**src/rtl/ulpi_pkg.sv**
```systemverilog
// Shared ULPI definitions: controller states, TX CMD prefixes, common PHY
// register addresses and RX CMD field positions.
package ulpi_pkg;

  typedef enum logic [3:0] {
    ST_IDLE,
    ST_CMD,
    ST_PEND,
    ST_WDATA,
    ST_WSTP,
    ST_RTURN,
    ST_RDATA,
    ST_RWAIT,
    ST_TSTP
  } state_t;

  localparam logic [1:0] TXCMD_REGWR = 2'b10;
  localparam logic [1:0] TXCMD_REGRD = 2'b11;

  localparam logic [5:0] REG_VENDOR_ID = 6'h00;
  localparam logic [5:0] REG_FUNC_CTRL = 6'h04;
  localparam logic [5:0] REG_IFC_CTRL  = 6'h07;
  localparam logic [5:0] REG_OTG_CTRL  = 6'h0A;

  // RX CMD byte layout: linestate [1:0], vbus [3:2], rxevent [5:4]
  localparam int RXCMD_LINESTATE_LSB = 0;
  localparam int RXCMD_VBUS_LSB      = 2;
  localparam int RXCMD_RXEVENT_LSB   = 4;
  localparam int RXCMD_FIELD_W       = 2;

  function automatic logic [7:0] txcmd_byte(input logic wr, input logic [5:0] addr);
    return {(wr ? TXCMD_REGWR : TXCMD_REGRD), addr};
  endfunction

  function automatic logic [1:0] rxcmd_linestate(input logic [7:0] b);
    return b[RXCMD_LINESTATE_LSB +: RXCMD_FIELD_W];
  endfunction

  function automatic logic [1:0] rxcmd_vbus(input logic [7:0] b);
    return b[RXCMD_VBUS_LSB +: RXCMD_FIELD_W];
  endfunction

  function automatic logic [1:0] rxcmd_rxevent(input logic [7:0] b);
    return b[RXCMD_RXEVENT_LSB +: RXCMD_FIELD_W];
  endfunction

endpackage

```
**src/rtl/ulpi_reg_ctrl.sv**
```systemverilog
// ULPI register-access sequencer sharing the bus with the link transmitter;
// also captures RX CMD bytes. NXT timeout is built only with ULPI_REG_TIMEOUT_EN.
module ulpi_reg_ctrl
  import ulpi_pkg::*;
#(
  parameter int TIMEOUT_CYCLES = 255,
  parameter int ADDR_W         = 6
) (
  input  logic              i_clk,
  input  logic              i_rstn,
  input  logic              i_reg_valid,
  output logic              o_reg_ready,
  input  logic              i_reg_write,
  input  logic [ADDR_W-1:0] i_reg_addr,
  input  logic [7:0]        i_reg_wdata,
  output logic              o_rsp_valid,
  output logic [7:0]        o_rsp_rdata,
  output logic              o_rsp_err,
  input  logic              i_link_txActive,
  input  logic [7:0]        i_link_data,
  input  logic              i_link_stp,
  output logic              o_link_hold,
  input  logic              i_ulpi_dir,
  input  logic              i_ulpi_nxt,
  input  logic [7:0]        i_ulpi_data_in,
  output logic [7:0]        o_ulpi_data_out,
  output logic              o_ulpi_stp,
  output logic [7:0]        o_rxcmd,
  output logic              o_rxcmd_valid
);

  state_t            state;
  logic              run;
  logic              req_write;
  logic [ADDR_W-1:0] req_addr;
  logic [7:0]        req_wdata;
  logic [7:0]        rdata_cap;
  logic              rwait_err;
  logic              dir_q;
  logic              accept;

`ifdef ULPI_REG_TIMEOUT_EN
  localparam logic [7:0] TO_LAST = 8'(TIMEOUT_CYCLES - 1);
  logic [7:0] cnt;
`else
  logic unused_timeout;
  assign unused_timeout = (TIMEOUT_CYCLES == 0);
`endif

  // run keeps every output at 0 while reset is held, including the pass-through
  assign o_reg_ready = run && (state == ST_IDLE) && !i_ulpi_dir && !i_link_txActive;
  assign accept      = i_reg_valid && o_reg_ready;

  always_ff @(posedge i_clk or negedge i_rstn) begin
    if (!i_rstn) begin
      state       <= ST_IDLE;
      run         <= 1'b0;
      req_write   <= 1'b0;
      req_addr    <= '0;
      req_wdata   <= '0;
      rdata_cap   <= '0;
      rwait_err   <= 1'b0;
      o_link_hold <= 1'b0;
      o_rsp_valid <= 1'b0;
      o_rsp_rdata <= '0;
      o_rsp_err   <= 1'b0;
`ifdef ULPI_REG_TIMEOUT_EN
      cnt         <= '0;
`endif
    end else begin
      run         <= 1'b1;
      o_rsp_valid <= 1'b0;
      o_rsp_err   <= 1'b0;
`ifdef ULPI_REG_TIMEOUT_EN
      cnt <= ((state == ST_CMD) || (state == ST_WDATA)) ? cnt + 8'd1 : 8'd0;
`endif
      case (state)
        ST_IDLE: begin
          if (accept) begin
            req_write   <= i_reg_write;
            req_addr    <= i_reg_addr;
            req_wdata   <= i_reg_wdata;
            o_link_hold <= 1'b1;
            state       <= ST_CMD;
          end
        end
        ST_CMD: begin
          if (i_ulpi_nxt) begin
            state <= req_write ? ST_WDATA : ST_RTURN;
`ifdef ULPI_REG_TIMEOUT_EN
            cnt   <= '0;
`endif
          end else if (i_ulpi_dir) begin
            state <= ST_PEND;
          end
`ifdef ULPI_REG_TIMEOUT_EN
          else if (cnt == TO_LAST) begin
            state <= ST_TSTP;
          end
`endif
        end
        // PHY took the bus before accepting the TX CMD; reissue once it is free
        ST_PEND: begin
          if (!i_ulpi_dir && !i_link_txActive) state <= ST_CMD;
        end
        ST_WDATA: begin
          if (i_ulpi_nxt) begin
            state <= ST_WSTP;
          end else if (i_ulpi_dir) begin
            state       <= ST_IDLE;
            o_link_hold <= 1'b0;
            o_rsp_valid <= 1'b1;
            o_rsp_err   <= 1'b1;
          end
`ifdef ULPI_REG_TIMEOUT_EN
          else if (cnt == TO_LAST) begin
            state <= ST_TSTP;
          end
`endif
        end
        ST_WSTP: begin
          state       <= ST_IDLE;
          o_link_hold <= 1'b0;
          o_rsp_valid <= 1'b1;
        end
        ST_RTURN: begin
          if (i_ulpi_dir) begin
            state <= ST_RDATA;
          end else begin
            state       <= ST_IDLE;
            o_link_hold <= 1'b0;
            o_rsp_valid <= 1'b1;
            o_rsp_err   <= 1'b1;
          end
        end
        ST_RDATA: begin
          rdata_cap <= i_ulpi_data_in;
          rwait_err <= 1'b0;
          state     <= ST_RWAIT;
        end
        // NXT with DIR here means an RX packet began before the PHY released the bus
        ST_RWAIT: begin
          if (!i_ulpi_dir) begin
            state       <= ST_IDLE;
            o_link_hold <= 1'b0;
            o_rsp_valid <= 1'b1;
            o_rsp_err   <= rwait_err;
            o_rsp_rdata <= rdata_cap;
          end else if (i_ulpi_nxt) begin
            rwait_err <= 1'b1;
          end
        end
        ST_TSTP: begin
          state       <= ST_IDLE;
          o_link_hold <= 1'b0;
          o_rsp_valid <= 1'b1;
          o_rsp_err   <= 1'b1;
        end
        default: begin
          state       <= ST_IDLE;
          o_link_hold <= 1'b0;
        end
      endcase
    end
  end

  // RX CMD: DIR held high with NXT low, past the turnaround cycle
  always_ff @(posedge i_clk or negedge i_rstn) begin
    if (!i_rstn) begin
      dir_q         <= 1'b0;
      o_rxcmd       <= '0;
      o_rxcmd_valid <= 1'b0;
    end else begin
      dir_q         <= i_ulpi_dir;
      o_rxcmd_valid <= 1'b0;
      if (i_ulpi_dir && !i_ulpi_nxt && dir_q && (state != ST_RDATA)) begin
        o_rxcmd       <= i_ulpi_data_in;
        o_rxcmd_valid <= 1'b1;
      end
    end
  end

  always_comb begin
    o_ulpi_data_out = '0;
    o_ulpi_stp      = 1'b0;
    case (state)
      ST_IDLE: begin
        if (run && !i_ulpi_dir) begin
          o_ulpi_data_out = i_link_data;
          o_ulpi_stp      = i_link_stp;
        end
      end
      ST_CMD:   o_ulpi_data_out = txcmd_byte(req_write, req_addr);
      ST_WDATA: o_ulpi_data_out = req_wdata;
      ST_WSTP:  o_ulpi_stp      = 1'b1;
      ST_TSTP:  o_ulpi_stp      = 1'b1;
      default: ;
    endcase
  end

endmodule

```
**config.mk**
```make
export PLATFORM = sky130hd
export DESIGN_NAME = ulpi_reg_ctrl
export DESIGN_NICKNAME = d
export VERILOG_FILES = /design/src/rtl/ulpi_pkg.sv /design/src/rtl/ulpi_reg_ctrl.sv
export SDC_FILE = /design/constraint.sdc
export NUM_CORES = 1
export LEC_CHECK = 0
export ABC_AREA = 1
export CAP_MARGIN = 20
export CORE_ASPECT_RATIO = 0.6
export CORE_MARGIN = 2
export CORE_UTILIZATION = 50
export DETAILED_ROUTE_END_ITERATION = 8
export PLACE_DENSITY = 0.84
export SLEW_MARGIN = 20
export SYNTH_ARGS = -nofsm -noshare
export SYNTH_HDL_FRONTEND = slang
export SYNTH_SLANG_ARGS = --single-unit
```
**constraint.sdc**
```tcl
create_clock -name i_clk -period 5 [get_ports i_clk]
set_clock_uncertainty 0.15 [all_clocks]
set_input_delay 0.5 -clock i_clk [delete_from_list [all_inputs] [get_ports i_clk]]
set_output_delay 0.5 -clock i_clk [all_outputs]
set_load 0.03 [all_outputs]
```
---- Yosys cells after proc, flatten, opt, wreduce, memory -nomap -nowiden ----
Cells that the tools add are included.
storage, ports and cells
  register bits after elaboration ......... 50
  bits of input ports ..................... 38
  output and inout port bits .............. 30
  word-level logic and storage cells ...... 87
operators by class
  equal/unequal tests ..................... 19
  muxes and demuxes ....................... 30
  bitwise operators ....................... 2
  reductions and logical operators ........ 22
operators by type and width
  cell                  number
  $mux W4               7
  $pmux W4 S7           1
  $pmux W8 S3           1
  $eq A4 B3 Y1 const B  4
  $ne A2 B2 Y1 const B  8
  $mux W1               13
  $reduce_and A5 Y1     2
  $logic_and A1 B1 Y1   9
  $eq A4 B2 Y1 const B  2
  $mux W8               1
  $pmux W1 S4           2
  $mux W3               2
  $ne A3 B3 Y1 const B  2
  $eq A4 B1 Y1 const B  1
  $eq A4 B4 Y1 const B  1
  $logic_not A4 Y1      1
  $ne A4 B3 Y1 const B  1
  $pmux W1 S2           2
  $reduce_and A2 Y1     2
  $reduce_or A2 Y1      2
  $logic_not A1 Y1      3
  $pmux W1 S3           1
  $reduce_and A3 Y1     1
  $reduce_or A3 Y1      1
  2 further kinds       3

---- Logic depth before layout (Yosys ltp) ----
  depth in word-level cells ............... 7
  gate-level depth with buffers ........... 9
  mapped depth without buffers ............ 8

---- Least setup slack after synthesis ----
Ideal clock, no wire load.
  kind .................................... input port to output port
  start ................................... input port i_ulpi_dir
  end ..................................... output port o_reg_ready
  arrival ................................. 1667 ps
  required time ........................... 4350 ps
  setup slack ............................. 2683 ps
  stages on the path ...................... 4
  buffers on the path ..................... 1
  cell sequence ........................... buf_6 -> clkinv_4 -> nand2_4 -> nor4_1
between the ends
  longest elaborated chain between the ends .. 3
ends and longest elaborated chain
  what                               line                 text
  start, declared                    ulpi_reg_ctrl.sv:23  input logic i_ulpi_dir,
  $logic_not A1 Y1                   ulpi_reg_ctrl.sv:51  assign o_reg_ready = run && (state == ST_IDLE) && !i_ulpi_dir && !i_link_txActive;
  $logic_and A1 B1 Y1 (2 in series)  ulpi_reg_ctrl.sv:51
  end, declared                      ulpi_reg_ctrl.sv:12  output logic o_reg_ready,
No other way between the ends.

---- Worst setup path in the final report ----
  start ................................... register state[0]
  end ..................................... output port o_ulpi_data_out[6]
between the ends
  longest elaborated chain between the ends .. 2
  elaborated cells on any way between the ends .. 4
  classes of those cells .................. eq/ne (2); mux (1); reduce/logical (1)
ends and longest elaborated chain
  what                                  line                  text
  start, declared                       ulpi_reg_ctrl.sv:32   state_t state;
  start signal, assigned                ulpi_reg_ctrl.sv:89   state <= req_write ? ST_WDATA : ST_RTURN;
  $eq A4 B2 Y1 (tied with other cells)  ulpi_reg_ctrl.sv:186  case (state)
  $pmux W8 S3 (*)                       ulpi_reg_ctrl.sv:186
  end, declared                         ulpi_reg_ctrl.sv:26   output logic [7:0] o_ulpi_data_out,
Every way passes the cells marked *; elsewhere a longest branch is shown, timed or not.

==> impl_summary.log <==
[metrics] maximum number of pins on one net before global-route repair: 50
[metrics] setup violators final: 0
[metrics] share of the yosys chip area belonging to registers: 53.6%
[metrics] register bit total from synthesis: 49
[metrics] initial drt markers: 196
[metrics] final routed wirelength across all metal layers: 4890 um
[metrics] remaining routing DRC violations: 0
[metrics] arrival time of data at the critical path endpoint: 2.61 ns
[metrics] number of inserted diodes: 0
[metrics] switching portion of total power: 41.1%
[metrics] ratio of cells with drive above 1 in the final layout: 12.3%
[metrics] clock tree from TritonCTS: built
[metrics] aggregate global routing overflow: 0
[metrics] syn nets: 298
[metrics] number of antenna violations at the first check in global routing: 0
[metrics] first-pass GRT wire length: 8520 um
[metrics] cells resized by post-CTS repair: 0
[metrics] starting density of the core: 51.0%
[metrics] cell-by-cell listing of the critical path: nand2_1 -> nor2_1 -> nand2_1 -> o211ai_1 -> clkdlybuf4s50_1
[metrics] WL/cell: 12.6 um
[metrics] maximum fanout along the worst path: 11
[metrics] status: finished, final reports clean
[metrics] crit path launch type: flip-flop
[metrics] number of buffer cells added on primary ports: 67
[metrics] main combinational cell family by area after synthesis: simple AND/OR/NAND/NOR gates
[metrics] Post-Syn Instances: 260
[metrics] clock net sink count: 49
[metrics] slowest library cell on the worst path: clkdlybuf4s50_1
[metrics] simple-gate share of the synthesized area: 22.8%
[metrics] Worst Setup Path Type: reg -> out
[metrics] Worst path max stage delay: 0.70 ns
[metrics] required time of the critical path: 4.35 ns
[metrics] first-pass iteration count of the detailed router: 5
[metrics] Post-Synth Adder-Cell Area: 0%
[metrics] Avg Vias per Cell: 4.77
[metrics] multiplexer area fraction after synthesis: 0.492%
[metrics] Post-Synthesis Mean Instance Area: 8.81 sq um
[metrics] RSZ-0062 raised after global routing: false
[metrics] number of library cell types mapped by synthesis: 28
[metrics] most frequent cell on the critical path: nand2_1
[metrics] remaining max-slew budget at the tightest pin: 50.8%
[metrics] clock transition at the register clock pins on the worst setup and hold paths after CTS: 0.08 ns
[metrics] utilization after layout: 67.8%
[metrics] via count of the first global-routing pass: 1,709
[metrics] H-tree lvl count: 2
[metrics] hold_buf cts: 0
[metrics] synthesis-to-finish area growth: 33.0%
[metrics] Clock Root Buffer: clkbuf_8
[metrics] Pint: 0.000942 W
[metrics] Worst Hold Margin: 0.0488 ns
[metrics] clock latency on the worst-skew pair: 0.30 ns
[metrics] wire length on met2: 1980 um
[metrics] Synth Cell Area: 2290 sq um
[metrics] total negative slack: 0 ns
[metrics] highest clock rate: 306 MHz
[metrics] VDD IR-drop max: 304 uV
[metrics] number of max-cap violations: 0
[metrics] number of slew-limit violations in the final report: 0
[metrics] met3 wire len: 232 um
[metrics] relative contribution of sequential cells to total power: 40.8%
[metrics] TritonCTS buffer count: 5
[metrics] I/O pin total: 68
[metrics] maximum clock path buffer count: 2
[metrics] overall die width: 91.4 um
[metrics] share of the synthesized area in compound gates (AO/OA/AOI/OAI): 13.3%
[metrics] XOR/XNOR share of the synthesized area: 0%
[metrics] routed via count: 1,854
[metrics] DRT antenna net count: 0
[metrics] total net switching power: 0.000658 W
[metrics] Final period util: 65.3%
[metrics] post-CTS setup buffers: 0
[metrics] Placeable Area: 4490 sq um
[metrics] die height: 56.4 um
[metrics] top routing layer in use: met4
[metrics] ratio of total power to cell area: 525 nW/um^2
[metrics] met1 routed wirelength after detailed routing: 2650 um
[metrics] Warnings, synthesis: 0
[metrics] number of cell rows: 19
[metrics] area of the die: 5150 sq um
[metrics] crit end category: output pin
[metrics] Fin. Hold Viols: 0
[metrics] post-layout minimum cycle time: 3.26 ns
[metrics] setup slack after layout: 1.74 ns
[metrics] leakage dissipation: 1.49 nW
[metrics] type of the most critical hold path: in -> async
[metrics] slew at the pin closest to its max-slew limit: 0.735 ns
[metrics] global-route usage over all layers: 21.1%
[metrics] logic gate share of total power: 45.5%
[metrics] power share of the clock group: 13.7%
[metrics] Final GP Congestion: 0.898
[metrics] Final #Nets: 363
[metrics] HPWL after detailed placement: 3810 um
[metrics] setup slack after placement: 1.76 ns
[through the flow]
step	std cells	instance area, sq um	power (W)
after floorplan	260	2290	0.00111
after global placement	381	2960	0.00137
after detailed placement	381	2960	0.00139
after CTS	389	3040	0.00161
after global routing	389	3050	0.00171
final	389	3050	0.00160
[cells in the mapped netlist (all sizes together)]
cell type | number | share of area, %
nand2 | 95 | 16
dfrtp | 49 | 54
inv | 37 | 6.1
o21ai | 31 | 9.2
nand3 | 12 | 3.2
nor2 | 8 | 1.6
buf | 6 | 2.7
a21oi | 4 | 1.0
a22oi | 4 | 1.3
clkbuf | 3 | 0.55
o2111ai | 2 | 0.77
o211ai | 2 | 0.66
clkinv | 1 | 0.38
conb | 1 | 0.16
mux2 | 1 | 0.49
nand4 | 1 | 0.55
nor3 | 1 | 0.71
nor4 | 1 | 0.27
o31ai | 1 | 0.33
[cell families after synthesis]
logic type,after synthesis
flops,49
mux,1
compound gates,44
simple gates,118
buf+inv,47
other cells,1
[power groups by stage]
stage | Clock, W | Sequential, W | Combinational, W
global placement | 0 | 0.000655 | 0.000716
floorplan | 0 | 0.000729 | 0.000377
finish | 0.000219 | 0.000653 | 0.000728
global route | 0.000244 | 0.000675 | 0.000796
detailed placement | 0 | 0.000657 | 0.000731
CTS | 0.000225 | 0.000652 | 0.000732
[worst max-delay path, delay by kind of cell (launching register included)]
family          cells  cell delay [ns]
simple gates        3             0.92
flops               1             0.56
buf+inv             1             0.70
compound gates      1             0.14
[metal layers]
| layer | track usage, % | vias up |
|---|---|---|
| li1 | - | 943 |
| met4 | 3.90 | 0 |
| met5 | 0 | - |
| met1 | 35.7 | 861 |
| met3 | 4.43 | 5 |
| met2 | 27.4 | 45 |
[final timing paths]
check,start,to,slack [ns],cells past startpoint
worst max-delay path,state[0]$_DFFE_PN0P_,o_ulpi_data_out[6],1.74,5
worst min-delay path,i_rstn,o_rxcmd[5]$_DFFE_PN0P_,0.05,1
worst max register to register,state[0]$_DFFE_PN0P_,req_addr[1]$_DFFE_PN0P_,2.88,6
worst min register to register,o_rsp_rdata[4]$_DFFE_PN0P_,o_rsp_rdata[4]$_DFFE_PN0P_,0.33,2
max in group asynchronous,i_rstn,rdata_cap[6]$_DFFE_PN0N_,4.25,1
min in group i_clk,o_rsp_rdata[4]$_DFFE_PN0P_,o_rsp_rdata[4]$_DFFE_PN0P_,0.33,2
[layout by cell type (no fill, tap or decap), types with 4 or more instances in the layout]
cell | synthesis | layout
clkdlybuf4s50_1 | 0 | 66
nand2_2 | 5 | 5
nand2_1 | 89 | 89
clkbuf_8 | 0 | 5
dfrtp_1 | 49 | 49
inv_2 | 4 | 4
o21ai_0 | 16 | 16
nor2_1 | 7 | 7
nand3_1 | 11 | 11
inv_1 | 33 | 33
a22oi_1 | 4 | 4
o21ai_2 | 15 | 15
[flip-flops by register name, summed over array words and instances (netlist names)]
name           cells
req_addr           6
o_rsp_rdata        8
run                1
dir_q              1
o_rsp_err          1
rwait_err          1
o_rxcmd_valid      1
req_wdata          8
o_link_hold        1
rdata_cap          8
o_rxcmd            8
o_rsp_valid        1
req_write          1
state              3
[layout make-up]
| type | instances | area (sq um) |
|---|---|---|
| fill | 340 | 1450 |
| sequential | 49 | 1230 |
| clock buffer | 6 | 72.6 |
| clock inverter | 2 | 10.0 |
| tap | 63 | 78.8 |
| inverter | 38 | 148 |
| multi-input combinational | 164 | 842 |
| timing repair buffer | 67 | 668 |
Power figures use the tool's default switching activity.
